<file path="config.mk">
export PLATFORM = sky130hd
export DESIGN_NAME = pixel_writer
export DESIGN_NICKNAME = d
export VERILOG_FILES = /design/src/rtl/gpu_pkg.sv /design/src/rtl/pix_addr_calc.sv /design/src/rtl/pixel_writer.sv
export SDC_FILE = /design/constraint.sdc
export NUM_CORES = 1
export LEC_CHECK = 0
export ABC_AREA = 1
export BUFFER_PORTS_ARGS = -buffer_cell sky130_fd_sc_hd__buf_2
export CAP_MARGIN = 20
export CORE_ASPECT_RATIO = 0.5
export CORE_MARGIN = 3
export CORE_UTILIZATION = 50
export CTS_CLUSTER_DIAMETER = 60
export DETAILED_ROUTE_END_ITERATION = 8
export PLACE_DENSITY = 0.78
export SLEW_MARGIN = 20
export SYNTH_ARGS = -nofsm -noshare
export SYNTH_HDL_FRONTEND = slang
export SYNTH_HIERARCHICAL = 1
export SYNTH_SLANG_ARGS = --single-unit
</file>
<file path="constraint.sdc">
create_clock -name clk -period 1.4 [get_ports clk]
set_input_delay 0.07 -clock clk [delete_from_list [all_inputs] [get_ports clk]]
set_output_delay 0.07 -clock clk [all_outputs]
set_load 0.1 [all_outputs]
</file>
<file path="src/rtl/gpu_pkg.sv">
// Shared GPU definitions: pixel_writer state encoding, default screen geometry
// and the pixel record passed between the rasteriser stages.
package gpu_pkg;

    localparam int unsigned SCREEN_W_DEF = 640;
    localparam int unsigned SCREEN_H_DEF = 480;
    localparam int unsigned COORD_W_DEF  = 10;
    localparam int unsigned COLOR_W_DEF  = 8;

    typedef enum logic [2:0] {
        S_IDLE,
        S_WRITE,
        S_SENT,
        S_CLEAR,
        S_CLRDONE
    } pw_state_t;

    typedef struct packed {
        logic [COORD_W_DEF-1:0] x;
        logic [COORD_W_DEF-1:0] y;
        logic [COLOR_W_DEF-1:0] color;
    } pixel_t;

endpackage

</file>
<file path="src/rtl/pix_addr_calc.sv">
// Combinational frame-buffer address for a pixel (BASE + y*W + x) plus an
// off-screen flag; kept separate so a read-back path can share it.
module pix_addr_calc #(
    parameter int unsigned SCREEN_W  = 640,
    parameter int unsigned SCREEN_H  = 480,
    parameter int unsigned COORD_W   = 10,
    parameter int unsigned ADDR_W    = 19,
    parameter int unsigned BASE_ADDR = 0
) (
    input  logic [COORD_W-1:0] i_x,
    input  logic [COORD_W-1:0] i_y,
    output logic [ADDR_W-1:0]  o_addr,
    output logic               o_clip
);

    // Widen before multiplying so legal coordinates never lose high bits.
    always_comb begin
        o_addr = ADDR_W'(BASE_ADDR) + ADDR_W'(i_y) * ADDR_W'(SCREEN_W) + ADDR_W'(i_x);
        o_clip = (32'(i_x) >= SCREEN_W) || (32'(i_y) >= SCREEN_H);
    end

endmodule

</file>
<file path="src/rtl/pixel_writer.sv">
// Writes rasterised pixels to the frame buffer over Avalon-MM, clipping
// off-screen pixels, and performs full-screen clear sweeps on request.
module pixel_writer
    import gpu_pkg::*;
#(
    parameter int unsigned SCREEN_W  = SCREEN_W_DEF,
    parameter int unsigned SCREEN_H  = SCREEN_H_DEF,
    parameter int unsigned COORD_W   = COORD_W_DEF,
    parameter int unsigned COLOR_W   = COLOR_W_DEF,
    parameter int unsigned ADDR_W    = 19,
    parameter int unsigned BASE_ADDR = 0
) (
    input  logic               clk,
    input  logic               nreset,
    input  logic               pix_valid,
    input  logic [COORD_W-1:0] pix_x,
    input  logic [COORD_W-1:0] pix_y,
    input  logic [COLOR_W-1:0] pix_color,
    output logic               pix_ready,
    output logic               data_sent,
    input  logic               clear_req,
    input  logic [COLOR_W-1:0] clear_color,
    output logic               clear_done,
    output logic               busy,
    output logic [15:0]        clip_cnt,
    output logic [ADDR_W-1:0]  av_address,
    output logic [COLOR_W-1:0] av_writedata,
    output logic               av_write,
    input  logic               av_waitrequest
);

    localparam logic [ADDR_W-1:0] FIRST_ADDR = ADDR_W'(BASE_ADDR);
    localparam logic [ADDR_W-1:0] LAST_ADDR  = ADDR_W'(BASE_ADDR + SCREEN_W * SCREEN_H - 1);

    pw_state_t         r_state;
    pw_state_t         w_next;
    logic [ADDR_W-1:0] w_pixAddr;
    logic              w_clip;

    pix_addr_calc #(
        .SCREEN_W  (SCREEN_W),
        .SCREEN_H  (SCREEN_H),
        .COORD_W   (COORD_W),
        .ADDR_W    (ADDR_W),
        .BASE_ADDR (BASE_ADDR)
    ) u_addr (
        .i_x    (pix_x),
        .i_y    (pix_y),
        .o_addr (w_pixAddr),
        .o_clip (w_clip)
    );

    always_ff @(posedge clk or negedge nreset) begin
        if (!nreset) begin
            r_state <= S_IDLE;
        end else begin
            r_state <= w_next;
        end
    end

    // Strobes are decoded from state so reset drops av_write without waiting on the bus.
    always_comb begin
        w_next     = r_state;
        pix_ready  = 1'b0;
        av_write   = 1'b0;
        data_sent  = 1'b0;
        clear_done = 1'b0;
        busy       = (r_state != S_IDLE);
        case (r_state)
            S_IDLE: begin
                pix_ready = nreset && !clear_req;
                if (clear_req) begin
                    w_next = S_CLEAR;
                end else if (pix_valid) begin
                    w_next = w_clip ? S_SENT : S_WRITE;
                end
            end
            S_WRITE: begin
                av_write = 1'b1;
                if (!av_waitrequest) begin
                    w_next = S_SENT;
                end
            end
            S_SENT: begin
                data_sent = 1'b1;
                w_next    = S_IDLE;
            end
            S_CLEAR: begin
                av_write = 1'b1;
                if (!av_waitrequest && av_address == LAST_ADDR) begin
                    w_next = S_CLRDONE;
                end
            end
            S_CLRDONE: begin
                clear_done = 1'b1;
                w_next     = S_IDLE;
            end
            default: w_next = S_IDLE;
        endcase
    end

    // Bus address/data and the clip counter; clear colour lives directly in av_writedata.
    always_ff @(posedge clk or negedge nreset) begin
        if (!nreset) begin
            av_address   <= '0;
            av_writedata <= '0;
            clip_cnt     <= '0;
        end else begin
            case (r_state)
                S_IDLE: begin
                    if (clear_req) begin
                        av_address   <= FIRST_ADDR;
                        av_writedata <= clear_color;
                    end else if (pix_valid) begin
                        if (w_clip) begin
                            if (clip_cnt != 16'hFFFF) begin
                                clip_cnt <= clip_cnt + 16'd1;
                            end
                        end else begin
                            av_address   <= w_pixAddr;
                            av_writedata <= pix_color;
                        end
                    end
                end
                S_CLEAR: begin
                    if (!av_waitrequest) begin
                        av_address <= av_address + ADDR_W'(1);
                    end
                end
                default: ;
            endcase
        end
    end

endmodule

</file>
# --- Yosys cells after proc, flatten, opt, wreduce, memory -nomap -nowiden ---
# Cells that the tools add are included.
# W data, S select, Z words.
word_totals:
  reg_bits: 46
  input_bits: 41
classes:
  multipliers: 1
  n_lt_le_gt_ge: 2
  n_addsub: 3
  eq_ne: 12
  n_mux: 18
  n_reduce_logical: 14
  n_bitwise: 1
op_table:
  columns: ["operator", "count"]
  rows:
  - ["$mux W19", 4]
  - ["$pmux W19 S2", 1]
  - ["$mux W8", 3]
  - ["$add A19 B1 Y19 const B", 1]
  - ["$add A19 B10 Y19", 1]
  - ["$eq A19 B19 Y1 const B", 1]
  - ["$add A16 B1 Y16 const B", 1]
  - ["$ne A16 B16 Y1 const B", 1]
  - ["$mul A10 B3 Y12 const B", 1]
  - ["$mux W3", 4]
  - ["$ge A10 B10 Y1 const B", 1]
  - ["$ge A10 B9 Y1 const B", 1]
  - ["$pmux W3 S3", 1]
  - ["$ne A2 B2 Y1 const B", 4]
  - ["$eq A3 B2 Y1 const B", 2]
  - ["$ne A3 B3 Y1 const B", 2]
  - ["$reduce_and A3 Y1", 2]
  - ["$reduce_and A5 Y1", 1]
  - ["$mux W1", 4]
  - ["$reduce_and A4 Y1", 1]
  - ["$reduce_bool A2 Y1", 2]
  - ["$eq A3 B1 Y1 const B", 1]
  - ["$eq A3 B3 Y1 const B", 1]
  - ["$logic_not A3 Y1", 1]
  - ["other kinds (7)", 9]

# --- Logic depth before layout (Yosys ltp) ---
# Gate-level depths: netlist of run 1.
logic_depth:
  word_depth: 6
  ltp_mapped: 16
  depth_no_buf: 16

# --- Cells and area by module ---
# Netlist of run 1, hierarchy kept.
by_module_without_submodules:
  columns: ["module", "area_each_um2", "instances", "cells_per_inst"]
  rows:
  - ["pixel_writer", 2939.1, 1, 412]
  - ["pix_addr_calc", 880.8, 1, 143]

# --- Worst setup path before layout of run 1 ---
# Ideal clock, no wire load.
synth_timing:
  kind: "reg2out"
  start: "register r_state[2]"
  end: "output port clear_done"
  arrival_time_ps: 2501
  path_slack_ps: -1171
  stages_incl_launch_ff: 3
  n_path_buf: 0
  required_time_ps: 1330
  cell_sequence: "dfrtp_1 -> inv_1 -> nor3_1"
synth_via:
  elab_chain_len: 2
synth_rtl:
  columns: ["item", "line", "source"]
  rows:
  - ["start: declaration", "pixel_writer.sv:35", "pw_state_t r_state;"]
  - ["start signal: assignment", "pixel_writer.sv:57", "r_state <= w_next;"]
  - ["$eq A3 B3 Y1", "pixel_writer.sv:69", "case (r_state)"]
  - ["$mux W1", "pixel_writer.sv:69", null]
  - ["end: declaration", "pixel_writer.sv:23", "output logic clear_done,"]
# Every way passes these cells.

# --- Worst setup path after layout of run 1 ---
layout_timing:
  start: "input port pix_y[3]"
  end: "register av_address[16]"
layout_via:
  elab_chain_len: 6
layout_rtl:
  columns: ["item", "line", "source"]
  rows:
  - ["start: declaration", "pixel_writer.sv:17", "input logic [COORD_W-1:0] pix_y,"]
  - ["$mul A10 B3 Y12", "pix_addr_calc.sv:18", "o_addr = ADDR_W'(BASE_ADDR) + ADDR_W'(i_y) * ADDR_W'(SCREEN_W) + ADDR_W'(i_x);"]
  - ["$add A19 B10 Y19", "pix_addr_calc.sv:18", null]
  - ["net w_pixAddr[16]", "pixel_writer.sv:37", "logic [ADDR_W-1:0] w_pixAddr;"]
  - ["$mux W19", "pixel_writer.sv:115", "if (w_clip) begin"]
  - ["$mux W19", "pixel_writer.sv:114", "end else if (pix_valid) begin"]
  - ["$mux W19", "pixel_writer.sv:111", "if (clear_req) begin"]
  - ["$pmux W19 S2", "pixel_writer.sv:109", "case (r_state)"]
  - ["end signal: assignment", "pixel_writer.sv:120", "av_address <= w_pixAddr;"]
  - ["end signal: assignment", "pixel_writer.sv:127", "av_address <= av_address + ADDR_W'(1);"]
  - ["end: declaration", "pixel_writer.sv:26", "output logic [ADDR_W-1:0] av_address,"]
# The timed path passes the listed nets, and every way through them passes these cells. The select of a mux whose other input is x is not followed.
# A chain may end at the register's enable or synchronous reset.

==> results of run 1 <==
[per-stage QoR]
step / instances / cell area [um^2] / utilization (%)
3_3_place_gp: 802 / 5180 / 73.6
4_1_cts: 831 / 5770 / 81.9
6_report: 841 / 6150 / 87.3
3_5_place_dp: 802 / 5180 / 73.6
2_1_floorplan: 555 / 4040 / -
5_1_grt: 841 / 6150 / 87.3
[placed cells by master, fill, tap and decap left out, types with 9 or more instances in the layout]
cell type  Yosys  layout
a31oi_1       14      14
dfrtp_2        0      24
nand3_1       46      38
a21oi_2        0       9
nor2_1        60      48
o21ai_2        4      12
inv_2          7       9
ha_1          21      12
inv_1         54      49
nand2_1      170     139
nor2_4         2      10
o21ai_0       21       9
buf_2          2      79
dfrtp_1       46      15
buf_4         10      84
xor2_1        11      11
nand2_2        5      22
buf_6          4      24
nand2_4        0      15
[cell families after synthesis]
kind of cell / after synthesis
compound gates: 71
flops: 46
simple gates: 312
fa+ha+maj: 23
xor+xnor: 22
buf+inv: 81
[cell type report]
class                           count  area [um^2]  area share [%]
Tap cell                           92          115            1.87
Clock inverter                      2         12.5           0.204
Clock buffer                        6          139            2.26
Timing Repair inverter              4         40.0           0.651
Multi-Input combinational cell    431         2880            46.8
Sequential cell                    46         1210            19.6
Inverter                           61          251            4.09
Timing Repair Buffer              199         1500            24.5
[critical path: stages]
cell,delay [ns]
buf_8,0.10
ha_4,0.24
ha_4,0.16
fa_2,0.55
nand2_2,0.06
inv_2,0.05
nand4_1,0.08
nand2_2,0.12
nand3_4,0.09
nor2_4,0.12
nand2_1,0.08
nand2_1,0.11
nand2_1,0.10
o21a_1,0.19
a21oi_1,0.11
[timing repair]
item	CTS	global route
pin swaps	28	30
gates resized for setup	69	77
endpoints found under the hold margin	46	0
cloned	7	1
buffers inserted	13	13
hold buffers	1	0
endpoints found under the setup margin	45	50
[path summary, 6_finish.rpt]
check / endpoint / cells past startpoint / start
worst max-delay path: av_address[16] / 15 / pix_y[3]
worst min-delay path: av_writedata[4] / 3 / pix_color[4]
worst max register to register: av_address[12] / 10 / av_address[0]
worst min register to register: av_writedata[0] / 2 / av_writedata[0]
max in group asynchronous: clip_cnt[8] / 3 / nreset
min in group asynchronous: clip_cnt[6] / 3 / nreset
[flip-flops by register name, summed over array words and instances (netlist names)]
register	count
clip_cnt	16
av_address	19
r_state	3
av_writedata	8
[Yosys cell counts, drive strengths merged]
| cell | number |
|---|---|
| ha | 21 |
| xor2 | 12 |
| fa | 2 |
| buf | 17 |
| clkbuf | 3 |
| xnor2 | 10 |
| nor3 | 8 |
| nor2 | 66 |
| o21ai | 27 |
| nand4 | 7 |
| a21o | 1 |
| o22ai | 1 |
| nand3 | 49 |
| o311ai | 1 |
| nand2 | 176 |
| or2 | 2 |
| inv | 61 |
| a31oi | 14 |
| nand3b | 3 |
| o31ai | 2 |
| and2 | 1 |
| dfrtp | 46 |
| o21bai | 1 |
| a21oi | 16 |
| o21a | 8 |
[power by group]
| group | internal (mW) | switching (mW) |
|---|---|---|
| clock network | 0.708 | 0.543 |
| registers | 1.96 | 0.732 |
| logic | 3.18 | 7.51 |
| total | 5.85 | 8.78 |
[layer usage]
metal | vias up | share of wire [%] | global-route usage (%)
met5 | - | 0 | 0
met4 | 0 | 4.9 | 11.3
met3 | 99 | 11 | 5.77
met2 | 363 | 47 | 52.9
met1 | 2216 | 37 | 35.5
li1 | 2187 | - | -
==> reports/summary.txt, run 1 <==
Status - finished, violations left
Failing checks - DRC, setup timing
Total power - 14.6 mW
Routability Congestion - 0.902
Num CTS Buffers - 5
Multiplexer share of the synthesized area - 0%
Worst-path clk slew - 0.07 ns
IO Pins - 89
Worst Skew - 0.00785 ns
Finish-stage setup viols - 47
Post-Syn Instances - 555
Vias/cell - 5.78
Slew Limit Fails - 0
Post-layout nets - 812
Worst-Margin Slew - 0.621 ns
ANT cells - 0
Synth area leaders - dfrtp_1 30%, nand2_1 17%, ha_1 6.9%
Crit share post-route - 145%
Vias - 4865
Distinct cell type count after synthesis - 40
Initial antenna violation count - 0
Kind of critical path - input pin to flip-flop
Post-Syn Area - 0.00382 mm^2
Later-pin clock latency in the skew report - 0.30 ns
XOR/XNOR Fraction of Synth Area - 5.24%
FILL cells - 344
Drt wl/cell - 17.7 um
Share of layout cells above drive strength 1 - 49.1%
Post-synthesis average cell area - 6.88 um^2
First-pass GRT wire length - 20400 um
Cell Rows - 21
Synth top area share - 30.1%
Compound-gate portion of the synthesized area - 11.2%
Root buffer cell - clkbuf_16
CP Capture Type - flip-flop
PortBufs - 88
Setup_tns - -9.00 ns
Worst Path Required - 1.63 ns
P&R area growth vs syn - 60.9%
Post-route ant nets - 0
Synth area leader - dfrtp_1
Worst VDD drop - 1.75 mV
#FFs+latches synth - 46
Data arrival, critical path - 2.25 ns
Setup ws final - -0.625 ns
Post-DP HPWL - 8480 um
CTS tree - yes
Vias in the first global route - 4370
CORE AREA - 0.00704 mm^2
FF-to-FF setup slack - -0.30 ns
Achievable frequency - 494 MHz
Power per cell area - 2380 mW/mm^2
Synth warn - 6
Max-Slew Margin vs Limit - 58.6%
Minimum clock period - 2.03 ns
RSZ-0062 raised after global routing - true
CTS max path bufs - 2
Min Hold Slack - 0.0299 ns
Crit path launch type - input pin
Hold crit path type - input pin to flip-flop
Crit Path Max Fanout - 3
1st-iter DRT viols - 546
Post-synthesis sequential area ratio - 30.1%
DRT Pass-1 Iters - 9
Clk sinks - 46
Area share of fa/ha/maj cells after synthesis - 7.93%
Synth Area in Simple Gates - 35.7%
Routed WL - 14900 um
DRC - 1
Hold violation total from the final report - 0
Main combinational cell family by area after synthesis - simple AND/OR/NAND/NOR gates
Remaining global-route overflow - 0
Die area - 0.00879 mm^2
Post-place setup slack - -0.861 ns
Syn_nets - 619
Initial core utilization - 54.2%
LEAKAGE - 3.03 nW
Largest net degree at the start of global routing - 47
H-tree depth - 2
Tot GR Track Use - 29.4%
Die H - 67.8 um
MaxCap Viol Count - 0
Die width - 130 um
(Power assumes the default switching activity.)
==> inputs of run 2 (changes only) <==
--- a/config.mk
+++ b/config.mk
@@ -13,7 +13,7 @@
 export CORE_UTILIZATION = 50
 export CTS_CLUSTER_DIAMETER = 60
 export DETAILED_ROUTE_END_ITERATION = 8
-export PLACE_DENSITY = 0.78
+export PLACE_DENSITY_LB_ADDON = 0.05
 export SLEW_MARGIN = 20
 export SYNTH_ARGS = -nofsm -noshare
 export SYNTH_HDL_FRONTEND = slang
==> reports/summary.txt, run 2 (synthesis results as in run 1) <==
Status - finished, violations left
Failing checks - setup timing
Num CTS Buffers - 5 (unchanged)
Slew Limit Fails - 0 (unchanged)
Hold violation total from the final report - 0 (unchanged)
Worst Path Required - 1.62 ns (about the same)
1st-iter DRT viols - 298 (-45%)
Power per cell area - 2330 mW/mm^2 (-2.0%)
PortBufs - 88 (unchanged)
Post-route cell area - 0.00601 mm^2 (-2.2%)
DRT Pass-1 Iters - 5 (-4)
Hold Startpoint - clear_color[4]
IO Pins - 89 (unchanged)
Setup_tns - -7.60 ns (+1.40 ns)
Non-Filler Instances - 826 (-1.8%)
Worst-path clk slew - 0.07 ns (about the same)
Met2 GRT Util - 48.1% (-4.7 points)
Routed WL - 12500 um (-17%)
Minimum clock period - 1.92 ns (-0.107 ns)
Routability Congestion - 0.897 (-0.51%)
Die width - 130 um (unchanged)
Cell Rows - 21 (unchanged)
Finish-stage setup viols - 49 (+4.3%)
Dpl cell area - 0.00517 mm^2 (-0.19%)
Data arrival, critical path - 2.14 ns (-0.11 ns)
Die area - 0.00879 mm^2 (unchanged)
Drt wl/cell - 15.1 um (-15%)
Vias/cell - 5.40 (-6.7%)
Share of layout cells above drive strength 1 - 47.5% (-1.6 points)
CTS max path bufs - 2 (unchanged)
P&R area growth vs syn - 57.3%
ANT cells - 0 (unchanged)
Fraction of power consumed by sequential logic - 18.6% (+0.2 points)
Max-Slew Margin vs Limit - 58.7% (+0.099 points)
Remaining global-route overflow - 0 (unchanged)
Worst VDD drop - 1.27 mV (-27%)
Crit Path Max Fanout - 3 (unchanged)
MaxCap Viol Count - 0 (unchanged)
Register area - 0.00121 mm^2 (+0.10%)
Post-DP HPWL - 8270 um (-2.5%)
Die H - 67.8 um (unchanged)
RSZ-0062 raised after global routing - true
Setup ws final - -0.519 ns (+0.107 ns)
Later-pin clock latency in the skew report - 0.29 ns (about the same)
CORE AREA - 0.00704 mm^2 (unchanged)
RR Startpoint - av_address[0]
H-tree depth - 2 (unchanged)
Most frequent cells in the layout - 139 x nand2_1, 81 x buf_2, 79 x buf_4
Root buffer cell - clkbuf_16
Clk sinks - 46 (unchanged)
Worst Skew - 0.00545 ns (-0.00240 ns)
Clk pwr share - 9.9% (+1.3 points)
Vias in the first global route - 4102 (-6.1%)
FILL cells - 414 (+20%)
FF-to-FF setup slack - -0.18 ns (+0.12 ns)
Vias - 4457 (-8.4%)
Hold crit path type - input pin to flip-flop
Crit path launch type - input pin
First-pass GRT wire length - 19200 um (-5.7%)
Met3 usage - 3.79% (-2.0 points)
LEAKAGE - 2.95 nW (-2.6%)
Worst-Margin Slew - 0.620 ns (-0.00149 ns)
Initial antenna violation count - 0 (unchanged)
Launch point of the critical path - pix_y[3]
CP Capture Type - flip-flop
Post-layout nets - 797 (-1.8%)
Initial core utilization - 54.2% (unchanged)
Combinational Power Share - 71.5% (-1.5 points)
Leading cell type in the layout, fill and taps excluded - nand2_1
Inst Count DP - 799 (-0.37%)
Internal - 5.69 mW (-2.6%)
Largest registers - av_address (19), clip_cnt (16), av_writedata (8)
Tot GR Track Use - 27.6% (-1.8 points)
Crit share post-route - 137% (-7.6 points)
Sw power - 8.32 mW (-5.3%)
Biggest register - av_address
Post-route ant nets - 0 (unchanged)
Gr busiest metal - met2
Total power - 14.0 mW (-4.2%)
Routing usage on met1 - 35.8% (+0.31 points)
Layout Utilization - 85.3% (-2.0 points)
Kind of critical path - input pin to flip-flop
Multi-input logic area - 0.00287 mm^2 (-0.26%)
DRC - 0 (-1)
CTS tree - yes
Sw frac - 59.4% (-0.67 points)
Largest net degree at the start of global routing - 47 (unchanged)
Max FFs per register - 19 (unchanged)
Achievable frequency - 521 MHz (+5.6%)
[run 2: changes by cell type in the layout (fill, tap and decap cells not counted), sizes merged]
cell,before,now
bufinv,0,1
buf,197,183
clkbuf,7,6
clkinv,2,1
[run 2: power groups by stage]
stage	clock (mW)	sequential [mW]	combinational, mW
detailed placement	0	2.56	8.89
global placement	0	2.54	8.79
floorplan	0	6.13	3.04
global route	1.45	2.67	10.5
CTS	1.37	2.55	9.51
finish	1.38	2.60	10.0
[run 2: worst max-delay path, cell delays in order]
cell and delay, ns:
buf_8 0.10, ha_4 0.23, ha_4 0.17, fa_2 0.55, nand2_2 0.05, inv_2 0.05
nand4_1 0.07, nand2_1 0.10, nand3_2 0.12, nor2_4 0.12, nand2_1 0.07, nand2_1 0.07
nand2_1 0.05, o21a_1 0.19, a21oi_2 0.12
[run 2: final cells by class]
class / count / area share, %
Inverter: 61 / 4.35
Clock buffer: 6 / 2.14
Timing Repair inverter: 4 / 0.708
Clock inverter: 2 / 0.625
Tap cell: 92 / 1.92
Sequential cell: 46 / 20.1
Timing Repair Buffer: 184 / 22.4
Multi-Input combinational cell: 431 / 47.8
[run 2: repair_timing]
action / in CTS / in global routing
gates cloned: 6 / 1
hold buffers: 1 / 0
buffers inserted: 9 / 5
hold endpoints to repair: 46 / 0
pin swaps: 35 / 32
gates resized for setup: 66 / 59
endpoints found under the setup margin: 47 / 50
[run 2: metrics by stage]
step	hold slack [ns]	worst slack (ns)
floorplan	-0.226	-0.603
global placement	0.272	-0.782
detailed placement	0.285	-0.840
CTS	0.0296	-0.517
global route	0.0314	-0.639
finish	0.0296	-0.519
[run 2: worst paths after layout]
check	endpoint	cells after the start
max in group asynchronous	av_address[1]	3
min in group asynchronous	clip_cnt[0]	3
max	av_address[16]	15
min reg2reg	av_writedata[1]	2
max reg2reg	av_address[18]	9
min	av_writedata[4]	3
[run 2: layer usage]
layer	share of wire (%)	routed length (um)	vias to the layer above
met1	42	5200	2067
met5	0	0	-
met3	6.0	747	37
li1	-	-	2154
met4	2.5	308	0
met2	50	6210	199
